## src/rtl/mem_arb_pkg.sv

```systemverilog
// Shared types and sizing helpers for the memory-port arbiter.
// Default-configuration sizes are provided for code that does not carry its own parameters.
package mem_arb_pkg;

    typedef enum logic [1:0] {
        IDLE  = 2'd0,
        BURST = 2'd1,
        DONE  = 2'd2
    } state_t;

    typedef enum logic {
        OWN_I = 1'b0,
        OWN_D = 1'b1
    } owner_t;

    localparam int ADDR_W_DEF    = 32;
    localparam int DATA_W_DEF    = 32;
    localparam int BURST_LEN_DEF = 4;

    localparam int BEAT_BYTES = DATA_W_DEF / 8;
    localparam int OFFSET_W   = $clog2(BURST_LEN_DEF * BEAT_BYTES);
    localparam int BEAT_CNT_W = $clog2(BURST_LEN_DEF);

    function automatic int calc_offset_w(input int data_w, input int burst_len);
        return $clog2(burst_len * (data_w / 8));
    endfunction

    function automatic int calc_cnt_w(input int burst_len);
        return $clog2(burst_len);
    endfunction

endpackage

```

## src/rtl/mem_port_arbiter.sv

```systemverilog
// Round-robin arbiter sharing one memory port between I-cache and D-cache line bursts.
// Define ARB_DCACHE_PRIO_EN to give the D-cache fixed priority on simultaneous requests.
//
// state | meaning
// IDLE  | no burst; arbitrate pending requests and latch the winner's line
// BURST | issue beats to memory, advance on mem_ack
// DONE  | one-cycle done pulse to the owner, record it as last owner
module mem_port_arbiter
    import mem_arb_pkg::*;
#(
    parameter int ADDR_W    = 32,
    parameter int DATA_W    = 32,
    parameter int BURST_LEN = 4
) (
    input  logic              clk,
    input  logic              rst,
    input  logic              ic_req,
    input  logic [ADDR_W-1:0] ic_addr,
    output logic              ic_rvalid,
    output logic [DATA_W-1:0] ic_rdata,
    output logic              ic_done,
    input  logic              dc_req,
    input  logic              dc_we,
    input  logic [ADDR_W-1:0] dc_addr,
    input  logic [DATA_W-1:0] dc_wdata,
    output logic              dc_wready,
    output logic              dc_rvalid,
    output logic [DATA_W-1:0] dc_rdata,
    output logic              dc_done,
    output logic              mem_req,
    output logic              mem_we,
    output logic [ADDR_W-1:0] mem_addr,
    output logic [DATA_W-1:0] mem_wdata,
    input  logic              mem_ack,
    input  logic [DATA_W-1:0] mem_rdata,
    output logic              busy
);

    localparam int BEAT_SH = $clog2(DATA_W / 8);
    localparam int OFF_W   = calc_offset_w(DATA_W, BURST_LEN);
    localparam int CNT_W   = calc_cnt_w(BURST_LEN);
    localparam logic [ADDR_W-1:0] LINE_MASK = ~((ADDR_W'(1) << OFF_W) - ADDR_W'(1));
    localparam logic [CNT_W-1:0]  LAST_BEAT = CNT_W'(BURST_LEN - 1);

    state_t            state_q, state_d;
    owner_t            owner_q, owner_d;
    owner_t            last_owner_q, last_owner_d;
    logic              we_q, we_d;
    logic [ADDR_W-1:0] base_q, base_d;
    logic [CNT_W-1:0]  beat_q, beat_d;
    logic              pick_d;

`ifdef ARB_DCACHE_PRIO_EN
    assign pick_d = dc_req;
`else
    // On a tie the requester that did not go last wins.
    assign pick_d = dc_req && (!ic_req || (last_owner_q == OWN_I));
`endif

    always_ff @(posedge clk or negedge rst) begin
        if (!rst) begin
            state_q      <= IDLE;
            owner_q      <= OWN_I;
            last_owner_q <= OWN_D;
            we_q         <= 1'b0;
            base_q       <= '0;
            beat_q       <= '0;
        end else begin
            state_q      <= state_d;
            owner_q      <= owner_d;
            last_owner_q <= last_owner_d;
            we_q         <= we_d;
            base_q       <= base_d;
            beat_q       <= beat_d;
        end
    end

    always_comb begin
        state_d      = state_q;
        owner_d      = owner_q;
        last_owner_d = last_owner_q;
        we_d         = we_q;
        base_d       = base_q;
        beat_d       = beat_q;
        case (state_q)
            IDLE: begin
                if (ic_req || dc_req) begin
                    state_d = BURST;
                    beat_d  = '0;
                    if (pick_d) begin
                        owner_d = OWN_D;
                        we_d    = dc_we;
                        base_d  = dc_addr & LINE_MASK;
                    end else begin
                        owner_d = OWN_I;
                        we_d    = 1'b0;
                        base_d  = ic_addr & LINE_MASK;
                    end
                end
            end
            BURST: begin
                if (mem_ack) begin
                    beat_d = beat_q + CNT_W'(1);
                    if (beat_q == LAST_BEAT) begin
                        state_d = DONE;
                    end
                end
            end
            DONE: begin
                last_owner_d = owner_q;
                state_d      = IDLE;
            end
            default: state_d = IDLE;
        endcase
    end

    logic in_burst;
    logic own_dc;
    logic beat_ok;

    assign in_burst = (state_q == BURST);
    assign own_dc   = (owner_q == OWN_D);
    assign beat_ok  = in_burst && mem_ack;

    assign mem_req   = in_burst;
    assign mem_we    = in_burst && we_q;
    assign mem_addr  = in_burst ? (base_q + (ADDR_W'(beat_q) << BEAT_SH)) : '0;
    assign mem_wdata = (in_burst && own_dc && we_q) ? dc_wdata : '0;

    assign ic_rvalid = beat_ok && !own_dc;
    assign dc_rvalid = beat_ok && own_dc && !we_q;
    assign dc_wready = beat_ok && own_dc && we_q;
    assign ic_rdata  = ic_rvalid ? mem_rdata : '0;
    assign dc_rdata  = dc_rvalid ? mem_rdata : '0;

    assign ic_done = (state_q == DONE) && !own_dc;
    assign dc_done = (state_q == DONE) && own_dc;
    assign busy    = (state_q != IDLE);

endmodule
```

## config.mk

```make
export PLATFORM = sky130hd
export DESIGN_NAME = mem_port_arbiter
export DESIGN_NICKNAME = d
export VERILOG_FILES = /design/src/rtl/mem_arb_pkg.sv /design/src/rtl/mem_port_arbiter.sv
export SDC_FILE = /design/constraint.sdc
export NUM_CORES = 1
export LEC_CHECK = 0
export ABC_CLOCK_PERIOD_IN_PS = 1650
export BUFFER_PORTS_ARGS = -buffer_cell sky130_fd_sc_hd__buf_4
export CAP_MARGIN = 20
export CORE_AREA = 2 2 104 106
export CTS_CLUSTER_SIZE = 8
export DETAILED_ROUTE_END_ITERATION = 10
export DIE_AREA = 0 0 106 108
export PLACE_DENSITY = 0.61
export SLEW_MARGIN = 20
export SYNTH_ARGS = -nofsm -noshare
export SYNTH_HDL_FRONTEND = slang
export SYNTH_SLANG_ARGS = --single-unit
export TNS_END_PERCENT = 30
```

## constraint.sdc

```tcl
create_clock -name clk -period 1.65 [get_ports clk]
set_clock_uncertainty 0.15 [all_clocks]
set_input_delay 0.495 -clock clk [delete_from_list [all_inputs] [get_ports clk]]
set_output_delay 0.495 -clock clk [all_outputs]
set_load 0.02 [all_outputs]
```

==> results.yml <==
run_status:
  status: "finished, violations left"
  violations: "setup timing"
timing:
  maxSlewHeadroom: 0.543
  rsz0062_at_grt: "true"
  setup_viol: 163
  max_freq_ghz: 0.443
  period_minus_slack_ns: 2.26
  fin_ws_ns: -0.608
  slew_viol_final: 0
  fin_setup_tns_ns: -69.13
  hold_viol_final: 0
  period_share: 1.37
  tightest_slew_ns: 0.684
detailed_routing:
  drtPass1Iterations: 4
  drtIter0Drc: 107
  ant_nets: 0
  drc: 0
  vias: 3306
  routed_via_density: 4.49
  wire_per_inst_um: 15.8
  drt-total-wl_um: 11700
clock_tree:
  h-tree-depth: 2
  cts_root_buf: "clkbuf_8"
  clk_pin_slew_ns: 0.07
  cts.sinks: 35
  holdBufCountCts: 0
  clkLatencyLatePin_ns: 0.28
  cts_tree: "done"
  cts_inserted_buffers: 5
  clk_path_buf_depth: 2
layout:
  nFillCells: 947
  final_cells: 737
  design_area_um2: 5370
  nets: 734
  syn2layout_area_growth_pct: 112
  drive_gt1_frac: 0.590
placement:
  port_buffers: 259
  dp.cells: 720
  preCtsSetupSlack_ns: -0.469
  dp_hpwl_um: 8780
  routabilityCongestion: 0.864
  place_area_um2: 4800
yosys:
  ys_seq_area_frac: 0.346
  synth_cells: 334
  yosys_warnings: 0
  netlist_area_um2: 2530
  synth.distinct_cells: 28
  synth-async-reset-ratio: 1.00
  ys.flop_type: "dfrtp_1"
  synth.cells.most_frequent: "and2_1 (128), nand2_1 (60), dfrtp_1 (34)"
  synthMostInstantiatedCell: "and2_1"
  synth_edf_count: 0
  netlist_top_cells_area: "dfrtp_1 (34%), and2_1 (32%), nand2_1 (8.9%)"
  synth_area_per_cell_um2: 7.59
  synth_top_area_cell: "dfrtp_1"
  yosys_register_bits: 35
  synth_top_area_frac: 0.336
worst_setup_path:
  cp-end-kind: "primary output"
  critPathRequiredTime_ns: 1.00
  crit_type: "reg -> out"
  startpoint_type: "flop"
  path_max_fanout: 33
  arrival_ns: 1.61
floorplan:
  start_util: 0.248
  coreArea_um2: 10200
  fp.dieH_um: 108
  die-area_um2: 11400
  boundaryPins: 270
  die_w_um: 106
  num_rows: 37
pwr:
  powerDensity_nw_per_um2: 1510
  p_leak_uw: 0.00272
  ir_drop_mv: 0.822
grt:
  grt_overflow_total: 0
  grt_pass1_vias: 3307
  grt_pass1_wl_um: 17400
  grt_max_degree: 36
  grt_antenna_before_repair: 2
  grt.total_usage: 0.194
min_path:
  hold_path_class: "in -> async"
job:
  drv_cap: 0
[stage by stage]
stage	hold slack, ns	total power (uW)	util
after floorplan	0.0494	4380	-
final	0.0150	8080	0.525
after detailed placement	0.335	6560	0.469
after CTS	0.0230	8050	0.519
after global routing	0.0361	8590	0.525
after global placement	0.327	6490	0.469
[routing by layer]
| layer | part of all wire | global-route usage |
|---|---|---|
| met1 | 0.38 | 0.218 |
| met2 | 0.50 | 0.341 |
| met3 | 0.092 | 0.0663 |
| met4 | 0.029 | 0.0761 |
| met5 | 0.00069 | 0 |
[cell families after synthesis]
| group | after synthesis | share of synthesized area |
|---|---|---|
| adders and majority gates | 1 | 0.00494 |
| and+or+nand+nor | 202 | 0.437 |
| buffers and inverters | 31 | 0.0612 |
| DFF | 35 | 0.346 |
| other | 1 | 0.00148 |
| AOI/OAI and AO/OA | 64 | 0.149 |
[sequential cells by signal, indices dropped and copies added, names as in the netlist]
register      count
base_q           28
own_dc            1
beat_q            2
we_q              1
last_owner_q      1
state_q           2
[final timing paths]
path / start / end / slack, ns / depth (start not counted)
setup reg to reg: state_q[1] / base_q[9] / -0.07 / 5
hold reg to reg: beat_q[0] / beat_q[0] / 0.37 / 1
hold / removal: rst / base_q[13] / 0.01 / 1
max in group asynchronous: rst / own_dc / 0.98 / 1
setup / recovery: state_q[1] / dc_rdata[18] / -0.61 / 5
min in group clk: ic_addr[21] / base_q[21] / 0.31 / 3
[final cells by class]
cell class | count | area, um^2 | area share
inverters | 2 | 7.51 | 0.00140
diodes | 1 | 2.50 | 0.000466
clock buffers | 6 | 72.6 | 0.0135
well taps | 136 | 170 | 0.0317
flip-flops and latches | 35 | 878 | 0.164
repair buffers | 282 | 2510 | 0.468
clock inverters | 2 | 60.1 | 0.0112
multi-input cells | 273 | 1660 | 0.310
[what timing repair did]
action / in CTS / in global routing
buffers inserted: 3 / 2
endpoints found under the setup margin: 163 / 165
pin swaps: 15 / 7
gates cloned: 3 / 1
gates resized for setup: 95 / 11
[worst max-delay path, cell delays in order, from the launching register on]
cell and delay (ns):
dfrtp_1 0.38, nand3b_1 0.23, nor3_2 0.22, buf_12 0.20
and2_2 0.16, buf_4 0.13
[power breakdown]
part | total, uW | internal, uW | switching [uW]
logic | 5610 | 2760 | 2860
clock network | 929 | 604 | 324
registers | 1540 | 1280 | 258
[layout by cell type (no fill, tap or decap), drive strengths merged]
| cell | netlist | final |
|---|---|---|
| a32o | 1 | 1 |
| nand2b | 1 | 1 |
| o211ai | 1 | 1 |
| nor3 | 1 | 1 |
| a21o | 1 | 1 |
| diode | 0 | 1 |
| o22ai | 1 | 1 |
| and2b | 1 | 1 |
| dfstp | 1 | 1 |
| clkbuf | 8 | 6 |
| nand2 | 60 | 60 |
| dfrtp | 34 | 34 |
| and3 | 3 | 7 |
| bufinv | 0 | 2 |
| and2 | 128 | 128 |
| inv | 2 | 2 |
| nand3b | 1 | 1 |
| a21bo | 1 | 1 |
| or2 | 1 | 1 |
| a21boi | 1 | 1 |
| o21ai | 1 | 1 |
| buf | 21 | 282 |
| a21oi | 28 | 28 |
| a31o | 1 | 1 |
| conb | 1 | 2 |
| a31oi | 28 | 28 |
| ha | 1 | 1 |
| nor2 | 6 | 6 |
Note: power is estimated with default switching activity, not from simulation.
